===== src/rtl/uart_apb_pkg.sv =====
// Shared constants and types for the UART receiver APB poll controller.
// Register addresses, controller states and receive-error codes.
package uart_apb_pkg;

  localparam logic [2:0] ADDR_STATUS = 3'd0;
  localparam logic [2:0] ADDR_ERROR  = 3'd1;
  localparam logic [2:0] ADDR_BP_LO  = 3'd2;
  localparam logic [2:0] ADDR_BP_HI  = 3'd3;
  localparam logic [2:0] ADDR_SIZE   = 3'd4;
  localparam logic [2:0] ADDR_DATA   = 3'd6;

  typedef enum logic [2:0] {
    StIdle,
    StCfg,
    StStat,
    StErr,
    StData,
    StPush,
    StGap
  } ctrl_state_t;

  typedef enum logic [1:0] {
    RxErrNone    = 2'b00,
    RxErrFraming = 2'b01,
    RxErrOverrun = 2'b10
  } rx_err_t;

  // Peripheral error register value -> downstream error code.
  function automatic rx_err_t map_err_code(input logic [7:0] code);
    rx_err_t res;
    case (code)
      8'd1:    res = RxErrFraming;
      8'd2:    res = RxErrOverrun;
      default: res = RxErrNone;
    endcase
    return res;
  endfunction

endpackage


===== src/rtl/apb_xfer_phase.sv =====
// Zero-wait APB master phase engine: one start gives SETUP then ACCESS.
// A start during ACCESS issues a back-to-back SETUP on the next cycle.
module apb_xfer_phase (
  input  logic       clk_i,
  input  logic       rst_i,
  input  logic       start_i,
  input  logic [2:0] addr_i,
  input  logic       write_i,
  input  logic [7:0] wdata_i,
  output logic       psel_o,
  output logic       penable_o,
  output logic       pwrite_o,
  output logic [2:0] paddr_o,
  output logic [7:0] pwdata_o,
  input  logic [7:0] prdata_i,
  input  logic       pslverr_i,
  output logic       done_o,
  output logic [7:0] rdata_o,
  output logic       err_o
);

  logic       psel_q, psel_d;
  logic       penable_q, penable_d;
  logic       pwrite_q, pwrite_d;
  logic [2:0] paddr_q, paddr_d;
  logic [7:0] pwdata_q, pwdata_d;

  always_comb begin
    psel_d    = psel_q;
    penable_d = penable_q;
    pwrite_d  = pwrite_q;
    paddr_d   = paddr_q;
    pwdata_d  = pwdata_q;
    if (start_i) begin
      psel_d    = 1'b1;
      penable_d = 1'b0;
      pwrite_d  = write_i;
      paddr_d   = addr_i;
      pwdata_d  = wdata_i;
    end else if (psel_q && !penable_q) begin
      penable_d = 1'b1;
    end else begin
      psel_d    = 1'b0;
      penable_d = 1'b0;
    end
  end

  always_ff @(posedge clk_i) begin
    if (rst_i) begin
      psel_q    <= 1'b0;
      penable_q <= 1'b0;
      pwrite_q  <= 1'b0;
      paddr_q   <= 3'd0;
      pwdata_q  <= 8'd0;
    end else begin
      psel_q    <= psel_d;
      penable_q <= penable_d;
      pwrite_q  <= pwrite_d;
      paddr_q   <= paddr_d;
      pwdata_q  <= pwdata_d;
    end
  end

  // Completion is reported during ACCESS so the caller can chain the next SETUP.
  assign done_o    = psel_q & penable_q;
  assign err_o     = done_o & pslverr_i;
  assign rdata_o   = done_o ? prdata_i : 8'd0;
  assign psel_o    = psel_q;
  assign penable_o = penable_q;
  assign pwrite_o  = pwrite_q;
  assign paddr_o   = paddr_q;
  assign pwdata_o  = pwdata_q;

endmodule


===== src/rtl/uart_rx_poll_ctrl.sv =====
// APB sequencer owning the UART receiver: configures it, polls status and
// streams {err, byte} downstream; slave errors abort to idle and stick.
module uart_rx_poll_ctrl
  import uart_apb_pkg::*;
#(
  parameter int unsigned PollGap = 4
) (
  input  logic        clk_i,
  input  logic        rst_i,
  input  logic        enable_i,
  input  logic        cfg_start_i,
  input  logic [13:0] cfg_bit_period_i,
  input  logic [3:0]  cfg_data_size_i,
  output logic        cfg_done_o,
  output logic        busy_o,
  output logic        psel_o,
  output logic        penable_o,
  output logic        pwrite_o,
  output logic [2:0]  paddr_o,
  output logic [7:0]  pwdata_o,
  input  logic [7:0]  prdata_i,
  input  logic        pslverr_i,
  output logic [7:0]  rx_data_o,
  output logic [1:0]  rx_err_o,
  output logic        rx_valid_o,
  input  logic        rx_ready_i,
  output logic        slverr_sticky_o,
  input  logic        slverr_clr_i
);

  localparam int unsigned GapW = (PollGap > 1) ? $clog2(PollGap) : 1;

  ctrl_state_t     state_q, state_d;
  logic [5:0]      bp_hi_q, bp_hi_d;
  logic [3:0]      size_q, size_d;
  logic [1:0]      cfg_idx_q, cfg_idx_d;
  logic            configured_q, configured_d;
  logic            cfg_done_q, cfg_done_d;
  logic [GapW-1:0] gap_cnt_q, gap_cnt_d;
  logic [7:0]      rx_data_q, rx_data_d;
  rx_err_t         rx_err_q, rx_err_d;
  logic            slverr_q, slverr_d;

  logic       x_start, x_write, x_done, x_err;
  logic [2:0] x_addr;
  logic [7:0] x_wdata, x_rdata;

  apb_xfer_phase u_xfer (
    .clk_i     (clk_i),
    .rst_i     (rst_i),
    .start_i   (x_start),
    .addr_i    (x_addr),
    .write_i   (x_write),
    .wdata_i   (x_wdata),
    .psel_o    (psel_o),
    .penable_o (penable_o),
    .pwrite_o  (pwrite_o),
    .paddr_o   (paddr_o),
    .pwdata_o  (pwdata_o),
    .prdata_i  (prdata_i),
    .pslverr_i (pslverr_i),
    .done_o    (x_done),
    .rdata_o   (x_rdata),
    .err_o     (x_err)
  );

  always_comb begin
    state_d      = state_q;
    bp_hi_d      = bp_hi_q;
    size_d       = size_q;
    cfg_idx_d    = cfg_idx_q;
    configured_d = configured_q;
    cfg_done_d   = 1'b0;
    gap_cnt_d    = '0;
    rx_data_d    = rx_data_q;
    rx_err_d     = rx_err_q;
    x_start      = 1'b0;
    x_write      = 1'b0;
    x_addr       = ADDR_STATUS;
    x_wdata      = 8'd0;

    // Set wins over clear.
    if (x_err) begin
      slverr_d = 1'b1;
    end else if (slverr_clr_i) begin
      slverr_d = 1'b0;
    end else begin
      slverr_d = slverr_q;
    end

    unique case (state_q)
      StIdle: begin
        if (cfg_start_i) begin
          bp_hi_d   = cfg_bit_period_i[13:8];
          size_d    = cfg_data_size_i;
          cfg_idx_d = 2'd0;
          x_start   = 1'b1;
          x_write   = 1'b1;
          x_addr    = ADDR_BP_LO;
          x_wdata   = cfg_bit_period_i[7:0];
          state_d   = StCfg;
        end else if (enable_i && configured_q) begin
          x_start = 1'b1;
          x_addr  = ADDR_STATUS;
          state_d = StStat;
        end
      end
      StCfg: begin
        if (x_err) begin
          configured_d = 1'b0;
          state_d      = StIdle;
        end else if (x_done) begin
          if (cfg_idx_q == 2'd2) begin
            configured_d = 1'b1;
            cfg_done_d   = 1'b1;
            state_d      = StIdle;
          end else begin
            cfg_idx_d = cfg_idx_q + 2'd1;
            x_start   = 1'b1;
            x_write   = 1'b1;
            if (cfg_idx_q == 2'd0) begin
              x_addr  = ADDR_BP_HI;
              x_wdata = {2'b00, bp_hi_q};
            end else begin
              x_addr  = ADDR_SIZE;
              x_wdata = {4'b0000, size_q};
            end
          end
        end
      end
      StStat: begin
        if (x_err) begin
          state_d = StIdle;
        end else if (x_done) begin
          if (x_rdata[0]) begin
            x_start = 1'b1;
            x_addr  = ADDR_ERROR;
            state_d = StErr;
          end else begin
            state_d = StGap;
          end
        end
      end
      StErr: begin
        if (x_err) begin
          state_d = StIdle;
        end else if (x_done) begin
          rx_err_d = map_err_code(x_rdata);
          x_start  = 1'b1;
          x_addr   = ADDR_DATA;
          state_d  = StData;
        end
      end
      StData: begin
        if (x_err) begin
          state_d = StIdle;
        end else if (x_done) begin
          rx_data_d = x_rdata;
          state_d   = StPush;
        end
      end
      StPush: begin
        if (rx_ready_i) begin
          state_d = StGap;
        end
      end
      StGap: begin
        if (gap_cnt_q == GapW'(PollGap - 1)) begin
          if (enable_i) begin
            x_start = 1'b1;
            x_addr  = ADDR_STATUS;
            state_d = StStat;
          end else begin
            state_d = StIdle;
          end
        end else begin
          gap_cnt_d = gap_cnt_q + 1'b1;
        end
      end
      default: state_d = StIdle;
    endcase
  end

  always_ff @(posedge clk_i) begin
    if (rst_i) begin
      state_q      <= StIdle;
      bp_hi_q      <= 6'd0;
      size_q       <= 4'd0;
      cfg_idx_q    <= 2'd0;
      configured_q <= 1'b0;
      cfg_done_q   <= 1'b0;
      gap_cnt_q    <= '0;
      rx_data_q    <= 8'd0;
      rx_err_q     <= RxErrNone;
      slverr_q     <= 1'b0;
    end else begin
      state_q      <= state_d;
      bp_hi_q      <= bp_hi_d;
      size_q       <= size_d;
      cfg_idx_q    <= cfg_idx_d;
      configured_q <= configured_d;
      cfg_done_q   <= cfg_done_d;
      gap_cnt_q    <= gap_cnt_d;
      rx_data_q    <= rx_data_d;
      rx_err_q     <= rx_err_d;
      slverr_q     <= slverr_d;
    end
  end

  assign cfg_done_o      = cfg_done_q;
  assign busy_o          = (state_q != StIdle);
  assign rx_valid_o      = (state_q == StPush);
  assign rx_data_o       = rx_data_q;
  assign rx_err_o        = rx_err_q;
  assign slverr_sticky_o = slverr_q;

endmodule

===== config.mk =====
export PLATFORM = sky130hd
export DESIGN_NAME = uart_rx_poll_ctrl
export DESIGN_NICKNAME = d
export VERILOG_FILES = /design/src/rtl/uart_apb_pkg.sv /design/src/rtl/apb_xfer_phase.sv /design/src/rtl/uart_rx_poll_ctrl.sv
export SDC_FILE = /design/constraint.sdc
export NUM_CORES = 1
export LEC_CHECK = 0
export ABC_CLOCK_PERIOD_IN_PS = 2460
export CORE_MARGIN = 2
export CORE_UTILIZATION = 30
export DETAILED_ROUTE_END_ITERATION = 8
export PLACE_DENSITY = 0.54
export SLEW_MARGIN = 0
export SYNTH_ARGS = -nofsm -noshare
export SYNTH_HDL_FRONTEND = slang
export SYNTH_HIERARCHICAL = 1
export SYNTH_SLANG_ARGS = --single-unit

===== constraint.sdc =====
create_clock -name clk_i -period 2.46 [get_ports clk_i]
set_clock_uncertainty 0.05 [all_clocks]
set_input_delay 0.246 -clock clk_i [delete_from_list [all_inputs] [get_ports clk_i]]
set_output_delay 0.246 -clock clk_i [all_outputs]
set_load 0.05 [all_outputs]

=== Word level (Yosys, flattened, before mapping) ===
Index checks and enable logic that the tools add are counted.

* Register bits after elaboration: 44
* Input bits: 33
* Output and inout port bits: 28
* Logic and storage cells: 129

* Add/subtract/negate cells: 2
* Equality and inequality tests: 23
* Mux-type cells: 64
* Bitwise gates (word level): 6
* Reduce and logical (&&, ||, !) cells: 19

{| class="wikitable"
|+ Operators by type and width
! operator !! count
|-
| two-way mux 3 bit || 20
|-
| two-way mux 1 bit || 25
|-
| two-way mux 6 bit || 4
|-
| one-hot mux 3 bit (7 select lines) || 1
|-
| two-way mux 8 bit || 2
|-
| one-hot mux 8 bit (2 select lines) || 1
|-
| two-way mux 2 bit || 6
|-
| inequality test 3 x 1 -> 1 bit (second input constant) || 4
|-
| one-hot mux 3 bit (4 select lines) || 1
|-
| equality test 3 bit (second input constant) || 3
|-
| AND reduction 3 bit || 3
|-
| equality test 8 x 1 -> 1 bit (second input constant) || 1
|-
| equality test 8 x 2 -> 1 bit (second input constant) || 1
|-
| inequality test 2 bit (second input constant) || 4
|-
| one-hot mux 2 bit (2 select lines) || 2
|-
| AND reduction 8 bit || 1
|-
| nonzero test 2 bit || 4
|-
| equality test 3 x 2 -> 1 bit (second input constant) || 2
|-
| inequality test 2 x 1 -> 1 bit (second input constant) || 3
|-
| one-hot mux 1 bit (5 select lines) || 1
|-
| AND reduction 5 bit || 1
|-
| adder 2 x 1 -> 2 bit (second input constant) || 2
|-
| equality test 2 bit (second input constant) || 2
|-
| inverter 1 bit || 4
|-
| 14 further kinds || 16
|}

=== Depth between registers and ports, before layout ===
Gate-level depths: netlist of the first run.

* Depth in word-level cells: 7
* Gate-level depth with buffers: 10
* Depth with buffers taken out: 7

=== Cells and area by module ===
The synthesis of the first run kept the hierarchy.

{| class="wikitable"
|+ By module, submodules not included
! module !! instances !! cells each !! area an instance (um^2)
|-
| uart_rx_poll_ctrl || 1 || 210 || 1666.6
|-
| apb_xfer_phase || 1 || 57 || 571.8
|}

=== Worst setup path before layout of the first run ===
OpenSTA, ideal clock, no wires.

* Path type: register -> register
* Start: register u_xfer.psel_q (netlist: u_xfer/psel_o)
* End: register u_xfer.paddr_q[0] (netlist: u_xfer/paddr_o[0])
* Library setup time: 0.117 ns
* Arrival time: 2.161 ns
* Setup slack: 0.132 ns
* Cell stages (with the launch flop): 10
* Buffers on the path: 3
* Period minus slack after synthesis: 2.328 ns
* Cells stage by stage: dfxtp_1 > clkbuf_1 > and2_1 > nor3b_1 > nand2_1 > o221ai_1 > buf_6 > buf_12 > mux2i_1 > nor2_1

* Longest elaborated chain between the ends: 6

{| class="wikitable"
|+ Ends and longest elaborated chain
! item !! RTL line !! source
|-
| start: declaration || apb_xfer_phase.sv:22 || <nowiki>logic psel_q, psel_d;</nowiki>
|-
| start signal: assignment || apb_xfer_phase.sv:56 || <nowiki>psel_q <= psel_d;</nowiki>
|-
| bitwise AND 1 bit * || apb_xfer_phase.sv:65 || <nowiki>assign done_o = psel_q & penable_q;</nowiki>
|-
| named net x_done || uart_rx_poll_ctrl.sv:44 || <nowiki>logic x_start, x_write, x_done, x_err;</nowiki>
|-
| two-way mux 8 bit || apb_xfer_phase.sv:67 || <nowiki>assign rdata_o = done_o ? prdata_i : 8'd0;</nowiki>
|-
| two-way mux 1 bit || uart_rx_poll_ctrl.sv:135 || <nowiki>if (x_rdata[0]) begin</nowiki>
|-
| two-way mux 1 bit || uart_rx_poll_ctrl.sv:134 || <nowiki>end else if (x_done) begin</nowiki>
|-
| two-way mux 1 bit || uart_rx_poll_ctrl.sv:132 || <nowiki>if (x_err) begin</nowiki>
|-
| one-hot mux 1 bit (5 select lines) * || uart_rx_poll_ctrl.sv:91 || <nowiki>unique case (state_q)</nowiki>
|-
| named net x_start || uart_rx_poll_ctrl.sv:44 ||
|-
| end signal: assignment || apb_xfer_phase.sv:59 || <nowiki>paddr_q <= paddr_d;</nowiki>
|-
| end: declaration || apb_xfer_phase.sv:25 || <nowiki>logic [2:0] paddr_q, paddr_d;</nowiki>
|}

The timed path passes the listed nets; every way through them passes the cells marked *.
A chain may end at the register's enable or synchronous reset.

=== Worst setup path in the final report of the first run ===
* Start: register u_xfer.penable_q (netlist: u_xfer/penable_o)
* End: register u_xfer.pwdata_q[0] (netlist: u_xfer/pwdata_o[0])

* Longest elaborated chain between the ends: 6

{| class="wikitable"
|+ Ends and longest elaborated chain
! item !! RTL line !! source
|-
| start: declaration || apb_xfer_phase.sv:23 || <nowiki>logic penable_q, penable_d;</nowiki>
|-
| start signal: assignment || apb_xfer_phase.sv:57 || <nowiki>penable_q <= penable_d;</nowiki>
|-
| bitwise AND 1 bit * || apb_xfer_phase.sv:65 ||
|-
| named net x_done || uart_rx_poll_ctrl.sv:44 ||
|-
| two-way mux 8 bit || apb_xfer_phase.sv:67 ||
|-
| two-way mux 1 bit || uart_rx_poll_ctrl.sv:135 ||
|-
| two-way mux 1 bit || uart_rx_poll_ctrl.sv:134 ||
|-
| two-way mux 1 bit || uart_rx_poll_ctrl.sv:132 ||
|-
| one-hot mux 1 bit (5 select lines) * || uart_rx_poll_ctrl.sv:91 ||
|-
| named net x_start || uart_rx_poll_ctrl.sv:44 ||
|-
| end signal: assignment || apb_xfer_phase.sv:60 || <nowiki>pwdata_q <= pwdata_d;</nowiki>
|-
| end: declaration || apb_xfer_phase.sv:26 || <nowiki>logic [7:0] pwdata_q, pwdata_d;</nowiki>
|}

Marks and branches as above.

==> results of run 1 <==
-- sequential cells by signal (all words and copies together), names as in the netlist --
signal,flops
u_xfer/pwdata_o,8
gap_cnt_q,2
cfg_done_o,1
size_q,4
slverr_sticky_o,1
configured_q,1
cfg_idx_q,2
u_xfer/paddr_o,3
u_xfer/pwrite_o,1
rx_data_o,8
u_xfer/psel_o,1
state_q,3
bp_hi_q,6
u_xfer/penable_o,1
rx_err_o,2
-- power by group through the flow --
| stage | clock (mW) | combinational [mW] | sequential, mW |
|---|---|---|---|
| final | 0.436 | 1.11 | 0.888 |
| after detailed placement | 0 | 1.12 | 0.904 |
| after CTS | 0.451 | 1.12 | 0.889 |
| after global placement | 0 | 1.11 | 0.906 |
| after floorplan | 0 | 0.804 | 0.960 |
| after global routing | 0.473 | 1.22 | 0.900 |
-- worst max path at each step --
| stage | cells past startpoint | slack, ns | start | endpoint |
|---|---|---|---|---|
| final | 7 | 0.33 | u_xfer/penable_o$_SDFF_PP0_ | u_xfer/pwdata_o[0]$_SDFFE_PP0P_ |
| after global routing | 7 | 0.07 | u_xfer/penable_o$_SDFF_PP0_ | u_xfer/pwdata_o[7]$_SDFFE_PP0P_ |
| after CTS | 7 | 0.32 | u_xfer/penable_o$_SDFF_PP0_ | u_xfer/pwdata_o[0]$_SDFFE_PP0P_ |
| after detailed placement | 8 | 0.25 | pslverr_i | u_xfer/pwdata_o[0]$_SDFFE_PP0P_ |
| after global placement | 8 | 0.26 | pslverr_i | u_xfer/pwdata_o[7]$_SDFFE_PP0P_ |
| after floorplan | 9 | 0.13 | u_xfer/psel_o$_SDFFE_PP0P_ | u_xfer/paddr_o[0]$_SDFFE_PP0P_ |
-- layout make-up --
cell class	instances	area, µm²
Clock inverter	2	12.5
Sequential cell	44	881
Tap cell	99	124
Multi-Input combinational cell	194	1200
Inverter	9	33.8
Clock buffer	5	68.8
Timing Repair Buffer	73	693
Fill cell	754	4240
-- metrics by stage --
stage | power [mW] | cells | setup slack [ns]
after global placement | 2.01 | 419 | 0.257
after detailed placement | 2.02 | 419 | 0.247
after global routing | 2.59 | 426 | 0.0707
after CTS | 2.46 | 426 | 0.319
final | 2.44 | 426 | 0.326
after floorplan | 1.76 | 267 | 0.132
-- critical path: stages, from the launching register on --
cell and delay (ns):
dfxtp_1 0.56, and2_1 0.20, nor3b_1 0.32, nand2_1 0.21, o221ai_2 0.11, buf_4 0.27
mux2i_1 0.23, nor2_1 0.06
-- layer usage --
layer  routed length, µm  share of wire, %  track usage, %
met5                   0                 0               0
met4                  65               1.1            3.46
met3                 309               5.3            3.42
met2                2670                46            22.4
met1                2780                48            20.4
-- Yosys cell counts (all sizes together) (3+ instances only) --
cell type,number,area share (%)
nor3b,5,2.4
nor3,6,1.3
a21oi,29,6.5
nand2b,6,1.7
o21ai,7,1.9
mux2i,19,8.5
inv,9,1.5
ha,4,2.2
and2,3,0.84
and3,9,2.5
dfxtp,44,39
nand3,11,2.7
nor2,25,4.2
buf,13,4.7
nand3b,4,1.3
clkbuf,7,1.2
or3b,3,1.2
nand2,38,6.5
-- logic make-up after synthesis --
| family | Yosys count | share of synthesized area, % |
|---|---|---|
| and+or+nand+nor | 119 | 27.9 |
| buffers and inverters | 29 | 7.38 |
| AOI/OAI and AO/OA | 52 | 14.6 |
| adders and majority gates | 4 | 2.24 |
| DFF | 44 | 39.4 |
| muxes | 19 | 8.50 |
==> summary.md, run 1 <==
| Metric | Value |
|---|---|
| Total grt overflow | `0` |
| Post-Synthesis Cells | `267` |
| Iteration-0 DRC Markers | `74` |
| Vias post-DR | `2057` |
| Hold EP | `gap_cnt_q[0]$_SDFF_PP0_` |
| Critical Path Sink Type | `register` |
| DP Area | `2930 µm²` |
| Number of global-route vias before repair | `2006` |
| Final Wtd Congestion | `0.814` |
| Initial Utilization | `30.9%` |
| Drt pass-1 iters | `4` |
| Drt total wl | `5820 µm` |
| Synth Register Bits | `44` |
| FF-to-FF Start | `u_xfer/penable_o$_SDFF_PP0_` |
| Clk sinks | `44` |
| Worst reg2reg path depth | `7` |
| Avg Vias per Cell | `4.83` |
| Most used DFF post-synth | `dfxtp_1` |
| YS warnings | `6` |
| Hold Path Class | `register to register` |
| Pint | `1.45 mW` |
| Final setup violation count | `0` |
| Setup TNS Final | `0 ns` |
| Fraction of layout cells with a size suffix above 1 | `10.1%` |
| Flop pwr share | `36.5%` |
| Max-slew headroom | `66.1%` |
| Leakage | `1.16 nW` |
| Switching power total | `0.985 mW` |
| First-pass GRT wire length | `9680 µm` |
| Port Buffers | `60` |
| CTS resizes | `0` |
| Mean Syn Cell Area | `8.38 µm²` |
| Crit Path Max Fanout | `14` |
| Max cap viols | `0` |
| Syn-to-layout area delta | `34.5%` |
| Hold Vio Cnt, Final | `0` |
| RSZ-0062 raised after global routing | `false` |
| Detailed placement HPWL | `4300 µm` |
| IO Pins | `61` |
| Total core area | `7250 µm²` |
| Commonest cells after routing, fill and taps aside | `58 x clkdlybuf4s50_1, 44 x dfxtp_1, 37 x nand2_1` |
| Crit path kind | `register to register` |
| Fin nets | `364` |
| Die Footprint | `8170 µm²` |
| Worst-Skew Late Latency | `0.29 ns` |
| Clock tree buffer depth | `2` |
| CTS tree | `done` |
| Worst VDD drop | `332 µV` |
| Max Clk Rate | `469 MHz` |
| Sequential share of the synthesized area | `39.4%` |
| Synthesized Nets | `304` |
| Comb power frac | `45.6%` |
| Final antenna-violating net count | `0` |
| Clock share of power | `17.9%` |
| CTS buffer count | `5` |
| DRC | `0` |
| Post-Route Utilization | `41.5%` |
| Chip width | `90.4 µm` |
| Pin count of the biggest net entering global routing | `39` |
| Yosys cell types | `48` |
| Max Slew Vio Count | `0` |
| GRT Overall Usage | `14.5%` |
| HP Start | `gap_cnt_q[0]$_SDFF_PP0_` |
| Hold Slack | `0.378 ns` |
| CTS Root Cell | `clkbuf_8` |
| Final Critical Period | `2.13 ns` |
| CP arrival | `2.26 ns` |
| Clock slew seen by the registers of the worst setup and hold paths | `0.08 ns` |
| Synthesized area | `2240 µm²` |
| EDFF count, synth | `0` |
| # rows | `31` |
| Final Cycle Share | `86.7%` |
| Critical Path RT | `2.59 ns` |
| DIE HEIGHT | `90.4 µm` |
| Reg2reg end | `u_xfer/pwdata_o[0]$_SDFFE_PP0P_` |
| H-tree depth | `2` |
| Sw frac | `40.4%` |
| Slew of the pin with the lowest slew margin | `0.506 ns` |
| WHS Path Cells | `1` |
| Outcome | `finished clean` |
| Post-synth ARST share | `0%` |
| N_diodes | `0` |
| Most common cell after layout, fill and taps aside | `clkdlybuf4s50_1` |
| Worst reg-to-reg setup slack | `0.33 ns` |
| # Post-CTS Setup Buffers | `0` |
| Initial antenna violation count | `0` |
| Startpoint Class | `register` |
| Post-cts hold buffer count | `0` |
| PD cells | `809 nW/µm²` |
| Per-cell routed wire length | `13.7 µm` |
| Final Cell Area | `3010 µm²` |
No activity file was read; power rests on OpenSTA's default activity.
==> run 2: changes to the inputs <==
==> constraint.sdc (replaced) <==
create_clock -name clk_i -period 2.46 [get_ports clk_i]
set_clock_uncertainty 0.05 [all_clocks]
set_input_delay 0.492 -clock clk_i [delete_from_list [all_inputs] [get_ports clk_i]]
set_output_delay 0.492 -clock clk_i [all_outputs]
set_load 0.05 [all_outputs]
==> run 2 against run 1 <==
  * Clock power is 34% higher
  * Register-to-register slack hardly changed
  * Clock-buffer cell count is 1 higher
  * Worst setup slack worse by 0.16 ns
  * Sequential share of layout area is 0.48 points lower
  * Via count is 1.0% lower
  * Global-route usage is 0.28 points lower
  * Final cell count is 0.23% lower
  * Critical path type is now register to output port
  * Critical endpoint is now penable_o
  * Largest cell class unchanged
==> summary.md, run 2 (synthesized netlist as in run 1, its figures left out) <==
| Metric | Value |
|---|---|
| Initial antenna violation count | `0 (unchanged)` |
| Commonest cells after routing, fill and taps aside | `58 x clkdlybuf4s50_1, 44 x dfxtp_1, 37 x nand2_1` |
| GRT Overall Usage | `14.2% (-0.28 points)` |
| CP arrival | `1.75 ns (-0.51 ns)` |
| Final setup violation count | `0 (unchanged)` |
| RSZ-0062 raised after global routing | `false` |
| CTS buffer count | `5 (unchanged)` |
| First-pass GRT wire length | `9430 µm (-2.6%)` |
| Final antenna-violating net count | `0 (unchanged)` |
| Met2 global-route usage | `22.7% (+0.31 points)` |
| DIE HEIGHT | `90.4 µm (unchanged)` |
| Largest delay contributor family on the critical path | `buffers and inverters` |
| Final Critical Period | `2.30 ns (+0.162 ns)` |
| Grt met1 use | `18.8% (-1.6 points)` |
| Slowest CP cell | `clkdlybuf4s50_1` |
| Port Buffers | `60 (unchanged)` |
| CP cell instances | `clkdlybuf4s50_1` |
| Final Cycle Share | `93.3% (+6.6 points)` |
| Max Clk Rate | `436 MHz (-7.1%)` |
| Detailed placement HPWL | `4240 µm (-1.3%)` |
| Leakage | `1.18 nW (+1.6%)` |
| Chip width | `90.4 µm (unchanged)` |
| Total grt overflow | `0 (unchanged)` |
| Flop pwr share | `35.3% (-1.2 points)` |
| Startpoint Class | `register` |
| PD cells | `858 nW/µm² (+6.1%)` |
| CTS Root Cell | `clkbuf_8` |
| Register area | `881 µm² (unchanged)` |
| CTS resizes | `0 (unchanged)` |
| Crit Path Max Fanout | `12 (-2)` |
| Per-cell routed wire length | `13.7 µm (+0.53%)` |
| Hold Vio Cnt, Final | `0 (unchanged)` |
| Final worst setup slack | `0.164 ns (-0.162 ns)` |
| Critical Path Sink Type | `output port` |
| Slowest stage delay, CP | `0.89 ns (+0.33 ns)` |
| Fraction of layout cells with a size suffix above 1 | `9.82% (-0.28 points)` |
| Comb power frac | `42.4% (-3.2 points)` |
| Drt total wl | `5840 µm (+0.29%)` |
| H-tree depth | `2 (unchanged)` |
| Post-cts hold buffer count | `0 (unchanged)` |
| Vias post-DR | `2036 (-1.0%)` |
| N_diodes | `0 (unchanged)` |
| Iteration-0 DRC Markers | `86 (+16%)` |
| Placed cell count | `417 (-0.48%)` |
| Crit path kind | `register to output port` |
| Outcome | `finished clean` |
| Setup TNS Final | `0 ns (unchanged)` |
| Grt met3 use | `4.26% (+0.83 points)` |
| # Post-CTS Setup Buffers | `0 (unchanged)` |
| Max-slew headroom | `55.1% (-11 points)` |
| Drt pass-1 iters | `4 (unchanged)` |
| Fillers | `738 (-2.1%)` |
| Worst-Skew Late Latency | `0.30 ns (about the same)` |
| IO Pins | `61 (unchanged)` |
| Clk sinks | `44 (unchanged)` |
| Total core area | `7250 µm² (unchanged)` |
| Number of global-route vias before repair | `1954 (-2.6%)` |
| # rows | `31 (unchanged)` |
| Most common cell after layout, fill and taps aside | `clkdlybuf4s50_1` |
| Pint | `1.62 mW (+11%)` |
| Clock tree buffer depth | `2 (unchanged)` |
| Post-Route Utilization | `42.2% (+0.69 points)` |
| Pin count of the biggest net entering global routing | `21 (-46%)` |
| Max cap viols | `0 (unchanged)` |
| Slew of the pin with the lowest slew margin | `0.672 ns (+0.166 ns)` |
| CTS tree | `done` |
| Worst VDD drop | `288 µV (-13%)` |
| Multi-input logic area | `1200 µm² (unchanged)` |
| Die Footprint | `8170 µm² (unchanged)` |
| Avg Vias per Cell | `4.79 (-0.79%)` |
| GRT Max-Usage Layer | `met2` |
| DRC | `0 (unchanged)` |
| Hold Path Class | `register to register` |
| Fin nets | `362 (-0.55%)` |
| Syn-to-layout area delta | `36.8%` |
| Initial Utilization | `30.9% (unchanged)` |
| Sw frac | `38.5% (-2.0 points)` |
| Setup WS pre-CTS | `0.121 ns (-0.127 ns)` |
| Clock share of power | `22.3% (+4.4 points)` |
| Buf/Inv on CP | `1 (unchanged)` |
| Clock slew seen by the registers of the worst setup and hold paths | `0.08 ns (about the same)` |
| Switching power total | `1.01 mW (+2.6%)` |
| Layout Cells excl Fill | `425 (-0.23%)` |
| Max Slew Vio Count | `0 (unchanged)` |
| Final Wtd Congestion | `0.826 (+1.4%)` |
| Critical Path RT | `1.92 ns (-0.67 ns)` |
[run 2: cell count changes in the layout (fill, tap and decap cells not counted), sizes merged]
cell / change
clkinvlp: -1
bufinv: +1
buf: -2
clkbuf: +1
[run 2: power groups by stage]
| stage | sequential (mW) | combinational (mW) | clock, mW |
|---|---|---|---|
| 2_1_floorplan | 0.960 | 0.804 | 0 |
| 3_3_place_gp | 0.942 | 1.11 | 0 |
| 3_5_place_dp | 0.941 | 1.12 | 0 |
| 4_1_cts | 0.925 | 1.12 | 0.608 |
| 5_1_grt | 0.941 | 1.21 | 0.633 |
| 6_report | 0.927 | 1.11 | 0.586 |
[run 2: worst paths after layout]
check,startpoint,endpoint,slack (ns),depth (start not counted)
worst max register to register,u_xfer/penable_o$_SDFF_PP0_,u_xfer/pwrite_o$_SDFFE_PP0P_,0.34,7
worst min register to register,gap_cnt_q[0]$_SDFF_PP0_,gap_cnt_q[0]$_SDFF_PP0_,0.37,1
worst max-delay path,u_xfer/penable_o$_SDFF_PP0_,penable_o,0.16,1
worst min-delay path,gap_cnt_q[0]$_SDFF_PP0_,gap_cnt_q[0]$_SDFF_PP0_,0.37,1
[run 2: metrics by stage]
step	power, mW	hold WS, ns	area (µm²)
after global placement	2.05	0.357	2940
after global routing	2.78	0.399	3060
after floorplan	1.76	0.349	2240
final	2.63	0.372	3060
after detailed placement	2.06	0.362	2940
after CTS	2.65	0.374	3060
[run 2: layout make-up]
class                      instances  share of cell area [%]
multi-input combinational        194                    39.1
inverter                           9                    1.10
tap                               99                    4.05
sequential                        44                    28.8
clock buffer                       6                    2.70
timing repair buffer              71                    23.0
clock inverter                     2                    1.27
[run 2: routing by layer]
metal | vias up | share of wire, %
met5 | - | 0
met4 | 0 | 0.98
met3 | 6 | 6.1
met2 | 57 | 46
met1 | 936 | 47
li1 | 1037 | -
